$ cat src/rtl/rpn_pkg.sv
// Shared types for the RPN calculator: opcodes, stack command encoding and controller states.
// Opcode 111 (MUL) is only legal when RPN_MUL_EN is defined; see rpn_alu.
package rpn_pkg;

    typedef enum logic [2:0] {
        OP_PUSH = 3'b000,
        OP_ADD  = 3'b001,
        OP_SUB  = 3'b010,
        OP_AND  = 3'b011,
        OP_OR   = 3'b100,
        OP_DROP = 3'b101,
        OP_DUP  = 3'b110,
        OP_MUL  = 3'b111
    } t_op;

    typedef enum logic [1:0] {
        CMD_NOP  = 2'b00,
        CMD_PUSH = 2'b01,
        CMD_POP  = 2'b10
    } t_stack_cmd;

    typedef enum logic [3:0] {
        ST_IDLE      = 4'd0,
        ST_CHECK     = 4'd1,
        ST_POP_A     = 4'd2,
        ST_WAIT_A    = 4'd3,
        ST_POP_B     = 4'd4,
        ST_WAIT_B    = 4'd5,
        ST_CALC      = 4'd6,
        ST_PUSH      = 4'd7,
        ST_WAIT_PUSH = 4'd8,
        ST_DONE      = 4'd9
    } t_rpn_state;

    function automatic logic op_is_binary(input t_op op);
        return (op == OP_ADD) || (op == OP_SUB) || (op == OP_AND) ||
               (op == OP_OR)  || (op == OP_MUL);
    endfunction

endpackage

$ cat src/rtl/rpn_alu.sv
// Combinational operator unit: result = b op a, truncated to WORD_BITS.
// RPN_MUL_EN enables opcode 111 as MUL; otherwise it is flagged illegal.
module rpn_alu
    import rpn_pkg::*;
#(
    parameter int WORD_BITS = 8
)(
    input  t_op                  op,
    input  logic [WORD_BITS-1:0] a,
    input  logic [WORD_BITS-1:0] b,
    output logic [WORD_BITS-1:0] result,
    output logic                 illegal
);

    // Operator decode; non-arithmetic opcodes produce zero and are never consumed
    always_comb begin
        result  = '0;
        illegal = 1'b0;
        case (op)
            OP_ADD:  result = b + a;
            OP_SUB:  result = b - a;
            OP_AND:  result = b & a;
            OP_OR:   result = b | a;
`ifdef RPN_MUL_EN
            OP_MUL:  result = b * a;
`else
            OP_MUL:  illegal = 1'b1;
`endif
            default: result = '0;
        endcase
    end

endmodule

$ cat src/rtl/rpn_calc.sv
// RPN calculator controller driving an external LIFO over a nop/push/pop command port.
// Build option: RPN_MUL_EN (handled inside rpn_alu) turns opcode 111 into MUL.
module rpn_calc
    import rpn_pkg::*;
#(
    parameter int ADDR_BITS = 3,
    parameter int WORD_BITS = 8
)(
    input  logic                 in_clk,
    input  logic                 in_rst,
    input  logic                 in_valid,
    input  logic [2:0]           in_op,
    input  logic [WORD_BITS-1:0] in_data,
    output logic                 out_ready,
    output logic                 out_done,
    output logic                 out_err,
    output logic [WORD_BITS-1:0] out_result,
    output logic [ADDR_BITS:0]   out_depth,
    output logic [1:0]           out_stack_cmd,
    output logic [WORD_BITS-1:0] out_stack_data,
    input  logic [WORD_BITS-1:0] in_stack_top,
    input  logic                 in_stack_ready
);

    localparam int DEPTH_W = ADDR_BITS + 1;
    localparam logic [ADDR_BITS:0] DEPTH_ZERO = DEPTH_W'(0);
    localparam logic [ADDR_BITS:0] DEPTH_ONE  = DEPTH_W'(1);
    localparam logic [ADDR_BITS:0] DEPTH_TWO  = DEPTH_W'(2);
    localparam logic [ADDR_BITS:0] DEPTH_FULL = DEPTH_W'(2 ** ADDR_BITS);

    t_rpn_state           state_r;
    t_op                  op_r;
    logic [WORD_BITS-1:0] data_r;
    logic [WORD_BITS-1:0] a_r;
    logic [WORD_BITS-1:0] b_r;
    logic                 err_r;

    logic [WORD_BITS-1:0] alu_result_s;
    logic                 op_illegal_s;
    logic                 check_err_s;

    rpn_alu #(
        .WORD_BITS (WORD_BITS)
    ) u_alu (
        .op      (op_r),
        .a       (a_r),
        .b       (b_r),
        .result  (alu_result_s),
        .illegal (op_illegal_s)
    );

    // Under/overflow and illegal-opcode screening of the latched token
    always_comb begin
        check_err_s = 1'b0;
        if (op_illegal_s) begin
            check_err_s = 1'b1;
        end else begin
            case (op_r)
                OP_PUSH: check_err_s = (out_depth == DEPTH_FULL);
                OP_DUP:  check_err_s = (out_depth == DEPTH_FULL) || (out_depth == DEPTH_ZERO);
                OP_DROP: check_err_s = (out_depth == DEPTH_ZERO);
                default: check_err_s = (out_depth < DEPTH_TWO);
            endcase
        end
    end

    // Token sequencer; every issued command lasts one cycle and is followed by a nop guard cycle
    always_ff @(posedge in_clk) begin
        if (!in_rst) begin
            state_r        <= ST_IDLE;
            op_r           <= OP_PUSH;
            data_r         <= '0;
            a_r            <= '0;
            b_r            <= '0;
            err_r          <= 1'b0;
            out_ready      <= 1'b1;
            out_done       <= 1'b0;
            out_err        <= 1'b0;
            out_result     <= '0;
            out_depth      <= DEPTH_ZERO;
            out_stack_cmd  <= CMD_NOP;
            out_stack_data <= '0;
        end else begin
            out_stack_cmd <= CMD_NOP;
            out_done      <= 1'b0;
            case (state_r)
                ST_IDLE: begin
                    out_ready <= 1'b1;
                    if (in_valid && out_ready) begin
                        op_r      <= t_op'(in_op);
                        data_r    <= in_data;
                        out_ready <= 1'b0;
                        state_r   <= ST_CHECK;
                    end
                end
                ST_CHECK: begin
                    err_r <= check_err_s;
                    if (check_err_s) begin
                        state_r <= ST_DONE;
                    end else if (in_stack_ready) begin
                        case (op_r)
                            OP_PUSH: begin
                                out_stack_cmd  <= CMD_PUSH;
                                out_stack_data <= data_r;
                                out_depth      <= out_depth + DEPTH_ONE;
                                state_r        <= ST_PUSH;
                            end
                            OP_DUP: begin
                                out_stack_cmd  <= CMD_PUSH;
                                out_stack_data <= in_stack_top;
                                out_depth      <= out_depth + DEPTH_ONE;
                                state_r        <= ST_PUSH;
                            end
                            default: begin
                                a_r           <= in_stack_top;
                                out_stack_cmd <= CMD_POP;
                                out_depth     <= out_depth - DEPTH_ONE;
                                state_r       <= ST_POP_A;
                            end
                        endcase
                    end
                end
                ST_POP_A: state_r <= ST_WAIT_A;
                ST_WAIT_A: begin
                    if (in_stack_ready) begin
                        if (op_is_binary(op_r)) begin
                            b_r           <= in_stack_top;
                            out_stack_cmd <= CMD_POP;
                            out_depth     <= out_depth - DEPTH_ONE;
                            state_r       <= ST_POP_B;
                        end else begin
                            state_r <= ST_DONE;
                        end
                    end
                end
                ST_POP_B: state_r <= ST_WAIT_B;
                ST_WAIT_B: begin
                    if (in_stack_ready) begin
                        state_r <= ST_CALC;
                    end
                end
                ST_CALC: begin
                    if (in_stack_ready) begin
                        out_stack_cmd  <= CMD_PUSH;
                        out_stack_data <= alu_result_s;
                        out_depth      <= out_depth + DEPTH_ONE;
                        state_r        <= ST_PUSH;
                    end
                end
                ST_PUSH: state_r <= ST_WAIT_PUSH;
                ST_WAIT_PUSH: begin
                    if (in_stack_ready) begin
                        state_r <= ST_DONE;
                    end
                end
                ST_DONE: begin
                    if (in_stack_ready) begin
                        out_done   <= 1'b1;
                        out_err    <= err_r;
                        out_result <= (out_depth == DEPTH_ZERO) ? '0 : in_stack_top;
                        state_r    <= ST_IDLE;
                    end
                end
                default: state_r <= ST_IDLE;
            endcase
        end
    end

endmodule

$ cat config.mk
export PLATFORM = sky130hd
export DESIGN_NAME = rpn_calc
export DESIGN_NICKNAME = d
export VERILOG_FILES = /design/src/rtl/rpn_pkg.sv /design/src/rtl/rpn_alu.sv /design/src/rtl/rpn_calc.sv
export SDC_FILE = /design/constraint.sdc
export NUM_CORES = 1
export LEC_CHECK = 0
export BUFFER_PORTS_ARGS = -buffer_cell sky130_fd_sc_hd__clkbuf_2
export CAP_MARGIN = 20
export CORE_ASPECT_RATIO = 1.4
export CORE_MARGIN = 5
export CORE_UTILIZATION = 58
export DETAILED_ROUTE_END_ITERATION = 10
export PLACE_DENSITY = 0.83
export SYNTH_ARGS = -nofsm -noshare
export SYNTH_HDL_FRONTEND = slang
export SYNTH_HIERARCHICAL = 1
export SYNTH_SLANG_ARGS = --single-unit
$ cat constraint.sdc
create_clock -name in_clk -period 4.16 [get_ports in_clk]
set_clock_uncertainty 0.2 [all_clocks]
set_input_delay 0.624 -clock in_clk [delete_from_list [all_inputs] [get_ports in_clk]]
set_output_delay 0.624 -clock in_clk [all_outputs]
set_load 0.01 [all_outputs]
Word level (Yosys, flattened, before mapping)
Index checks and enable logic that the tools add are counted.
Operators by class
  add/subtract/negate cells: 4
  $lt $le $gt $ge: 1
  equal/unequal tests: 28
  mux-type cells: 37
  bitwise logic cells: 4
  reduce and logical (&&, ||, !) cells: 20
Operators by type and width (number)
  $mux W4: 15
  $pmux W4 S10: 1
  $mux W8: 4
  $pmux W8 S2: 2
  $pmux W8 S4: 1
  $ne A2 B2 Y1 const B: 9
  $eq A4 B3 Y1 const B: 4
  $eq A3 B3 Y1 const B: 4
  $eq A4 B4 Y1 const B: 3
  $pmux W4 S3: 1
  $mux W2: 5
  $add A8 B8 Y8: 1
  $and A8 B8 Y8: 1
  $eq A4 B2 Y1 const B: 2
  $logic_not A4 Y1: 2
  $or A8 B8 Y8: 1
  $sub A8 B8 Y8: 1
  $reduce_and A7 Y1: 1
  $eq A3 B2 Y1 const B: 2
  $ne A3 B3 Y1 const B: 2
  $pmux W2 S3: 1
  $reduce_and A2 Y1: 3
  $reduce_and A6 Y1: 1
  $logic_or A1 B1 Y1: 5
  other kinds (17): 22
Word-level totals
  bits in registers: 57
  bits of input ports: 23
  output and inout port bits: 25
  word-level logic and storage cells: 107

Logic depth before layout (Yosys ltp)
  word-level depth: 8
  mapped depth: 15
  mapped depth without buffers: 15

By module
Netlist, hierarchy kept.
Modules (own cells, without submodules)
  rpn_calc: times used 1, cells each 308, area an instance 2787.7 um2, sequential area each 1141.1 um2
  rpn_alu: times used 1, cells each 109, area an instance 757.0 um2, sequential area each 0.0 um2

Worst setup path after synthesis
OpenSTA, ideal clock, no wires.
  path kind: register to register
  start: register op_r[0]
  end: register out_stack_data[6]
  arrival time: 2.743 ns
  path slack: 1.147 ns
  cell stages (with the launch flop): 15
  cells stage by stage: dfxtp_1 > buf_2 > nor3_4 > mux2_2 > fa_1 > nor2b_1 > o21ai_0 > a21boi_0 > o211ai_1 > o41a_1 > o21ai_0 > nor2_1 > a21oi_1 > nand3_1 > a21oi_1
RTL lines
  start, declared: line rpn_calc.sv:32  | t_op op_r;
  start signal, assigned: line rpn_calc.sv:90  | op_r <= t_op'(in_op);
  $eq A3 B3 Y1 (tied with other cells): line rpn_alu.sv:19  | case (op)
  $pmux W8 S4 (*): line rpn_alu.sv:19
  named net alu_result_s[6]: line rpn_calc.sv:38  | logic [WORD_BITS-1:0] alu_result_s;
  $mux W8 (*): line rpn_calc.sv:143  | if (in_stack_ready) begin
  $pmux W8 S2 (*): line rpn_calc.sv:86  | case (state_r)
  end signal, assigned: line rpn_calc.sv:104  | out_stack_data <= data_r;
  end signal, assigned: line rpn_calc.sv:110  | out_stack_data <= in_stack_top;
  end signal, assigned: line rpn_calc.sv:145  | out_stack_data <= alu_result_s;
  end, declared: line rpn_calc.sv:20  | output logic [WORD_BITS-1:0] out_stack_data,
Mark *: on every way through the listed nets, which the timed path passes. The rest lies on a longest branch. The select of a mux whose other input is x is not followed.
A chain may end at the register's enable or synchronous reset.

Worst setup path after layout
Ends and elaborated chain as after synthesis.

==> metrics.md <==
| Metric | Value |
|---|---|
| Post-Synth Adder-Cell Area | `5.154%` |
| Total global-route track usage | `24.38%` |
| Simple-Gate Fraction of Synth Area | `20.72%` |
| Period utilization | `83.38%` |
| CTS clk-pin slew, worst paths | `70 ps` |
| CP required | `4230 ps` |
| GRT overflow | `0` |
| Largest net degree at the start of global routing | `46` |
| XOR/XNOR Fraction of Synth Area | `4.412%` |
| Hold worst-path end | `out_stack_data[2]$_SDFFE_PN0P_` |
| Max cap viols | `0` |
| # hold bufs at CTS | `0` |
| Antenna violations before repair | `0` |
| Setup TNS | `0 ps` |
| CTS root buf | `clkbuf_8` |
| Post-synth top area cell | `dfxtp_1` |
| Least-Margin Pin Slew | `790.6 ps` |
| Clk buf depth | `2` |
| Yosys reg bits | `57` |
| Clk sink count | `57` |
| Slowest cell on the critical path | `dfxtp_1` |
| Die Y | `102.5 um` |
| Final WS setup | `691.6 ps` |
| Worst setup path class | `reg2reg` |
| Post-Syn Area | `3545 um^2` |
| Syn nets | `454` |
| YS warnings | `6` |
| Post-DRT Antenna Nets | `0` |
| Vias in the first global route | `3,245` |
| Most used DFF post-synth | `dfxtp_1` |
| CP arrival | `3540 ps` |
| Worst relative slew slack | `47.14%` |
| Post-layout net count | `488` |
| Row count | `33` |
| Top cells by count, synth | `57 x dfxtp_1, 57 x nor2_1, 38 x mux2i_1, 36 x a21oi_1, 20 x o21ai_0` |
| Power Density | `615.8 nW/um^2` |
| Avg Inst Size Synth | `8.500 um^2` |
| Vias per Instance | `6.343` |
| EDFF count, synth | `0` |
| Die W | `76.07 um` |
| GP Congestion | `0.8675` |
| Setup violators final | `0` |
| DP Worst Slack | `781.2 ps` |
| Overall power | `2.445 mW` |
| Main area contributors after synthesis | `dfxtp_1 32%, mux2i_1 11%, nor2_1 6.0%` |
| HPWL after DPL | `6746 um` |
| I/O pins | `48` |
| TritonCTS buffer count | `9` |
| Multiplexer area fraction after synthesis | `11.68%` |
| # Post-CTS Setup Buffers | `0` |
| Ant diodes | `0` |
| LEAKAGE | `1.739 nW` |
| Critical path peak fanout | `20` |
| CP Launch Type | `flip-flop` |
| Hold path depth | `2` |
| Run status | `complete, no violations` |
| Async SR Flop Fraction | `0%` |
| CTS tree | `done` |
| Fmax | `288.3 MHz` |
| Post-CTS Resized | `0` |
| Drt first pass iters | `5` |
| Number of I/O port buffers | `47` |
| Htree depth | `3` |
| # DRC | `0` |
| Cell count after synthesis | `417` |
| R2R Path Start | `op_r[0]$_SDFFE_PN0P_` |
| RSZ-0062 raised after global routing | `no` |
| Die area | `7797 um^2` |
| Pins Over Slew Limit | `0` |
| Fraction of layout cells with a size suffix above 1 | `18.24%` |
| Initial DRC count | `274` |
| P&R area growth vs syn | `12.00%` |
| Final Hold Viols | `0` |
| DR vias | `3,330` |
| Period minus WS final | `3468 ps` |
| FF-to-FF path depth | `13` |
| Min-delay src | `out_stack_data[2]$_SDFFE_PN0P_` |
| R2R Setup Slk | `690 ps` |
| Worst vdd ir | `0.0004327 V` |
| Routed len/inst | `17.76 um` |
| Hold Crit Class | `reg2reg` |
| Synth top area share | `32.19%` |
| Yosys cell types | `65` |
| Crit-path max cell delay | `520 ps` |
| Core area | `5904 um^2` |
| WL final | `9325 um` |
| Clock Latency Late Sink | `350 ps` |
| Worst r2r dst | `out_stack_data[6]$_SDFFE_PN0P_` |
| Crit-path cells | `nor3_4 > mux2_2 > fa_1 > nor2b_1 > o21ai_0 > a21boi_0 > o211ai_1 > o41a_1 > o21ai_0 > nor2_1 > a21oi_1 > nand3_1 > a21oi_1` |
| Largest family of logic cells by synthesized area | `simple AND/OR/NAND/NOR gates` |
| Initial Utilization | `60.03%` |
| Register area share after synthesis | `32.19%` |
| Complex-gate fraction of the synthesized area | `20.51%` |
| First-pass GRT wire length | `15,300 um` |
| Crit end category | `flip-flop` |
| Fin util | `67.24%` |
## worst max-delay path, delay by kind of cell (launching register included)
family,cells,cell delay [ps]
DFF,1,520
adders and majority gates,1,440
and+or+nand+nor,4,690
muxes,1,410
AOI/OAI and AO/OA,7,1120
## sequential cells by signal, summed over array words and instances (netlist names)
name	cells
a_r	8
b_r	8
data_r	8
out_result	8
out_stack_data	8
out_depth	4
state_r	4
op_r	3
out_stack_cmd	2
err_r	1
out_done	1
out_err	1
out_ready	1
## how the worst max path moves through the flow
stage	start	to	slack [ps]
6_report	op_r[0]$_SDFFE_PN0P_	out_stack_data[6]$_SDFFE_PN0P_	690
3_5_place_dp	op_r[0]$_SDFFE_PN0P_	out_stack_data[6]$_SDFFE_PN0P_	780
3_3_place_gp	op_r[0]$_SDFFE_PN0P_	out_stack_data[6]$_SDFFE_PN0P_	880
2_1_floorplan	op_r[0]$_SDFFE_PN0P_	out_stack_data[6]$_SDFFE_PN0P_	1150
4_1_cts	op_r[0]$_SDFFE_PN0P_	out_stack_data[6]$_SDFFE_PN0P_	770
5_1_grt	op_r[0]$_SDFFE_PN0P_	out_stack_data[6]$_SDFFE_PN0P_	300
## layout by cell type, fill, tap and decap left out, types with 5 or more instances in the layout
cell type  count
nand2_1        9
mux2i_1       38
a21oi_1       36
clkbuf_8      11
dfxtp_1       57
o21ai_0       20
xnor2_1        9
nand2b_1       8
o31ai_1        7
nor3_1         7
a211oi_1       5
nand3_1       11
ha_1          13
inv_1         14
nand4_1        5
o22ai_1        5
xor2_1         7
nor2_1        57
a22o_1         8
clkbuf_2      47
## cell type report
| cell class | count | area, um^2 |
|---|---|---|
| multi-input cells | 316 | 2221 |
| repair buffers | 51 | 265.3 |
| flip-flops and latches | 57 | 1141 |
| clock buffers | 12 | 155.1 |
| fillers | 473 | 1934 |
| clock inverters | 3 | 40.04 |
| well taps | 70 | 87.58 |
| inverters | 16 | 60.06 |
## through the flow
step | instances | instance area, um^2 | hold slack, ps
global placement | 510 | 3775 | 262.3
global route | 525 | 3970 | 298.5
detailed placement | 510 | 3775 | 267.5
CTS | 525 | 3970 | 277.6
floorplan | 417 | 3545 | 254.7
finish | 525 | 3970 | 280.5
## cells by family after synthesis
family / count (synthesis)
fa+ha+maj: 14
mux: 41
simple gates: 135
xor+xnor: 17
buf+inv: 44
flops: 57
compound gates: 109
## where the power goes
part	switching, mW	total (mW)	internal [mW]
Clock	0.216	0.520	0.304
Combinational	0.649	1.14	0.489
Sequential	0.158	0.787	0.629
Total	1.02	2.44	1.42
## layer usage
| layer | up-vias | track usage [%] | part of all wire, % |
|---|---|---|---|
| met1 | 1556 | 26.32 | 37 |
| li1 | 1587 | - | - |
| met3 | 40 | 6.119 | 6.3 |
| met5 | - | 0 | 0 |
| met4 | 0 | 15.61 | 5.5 |
| met2 | 147 | 42.68 | 51 |
Power figures use the tool's default switching activity.
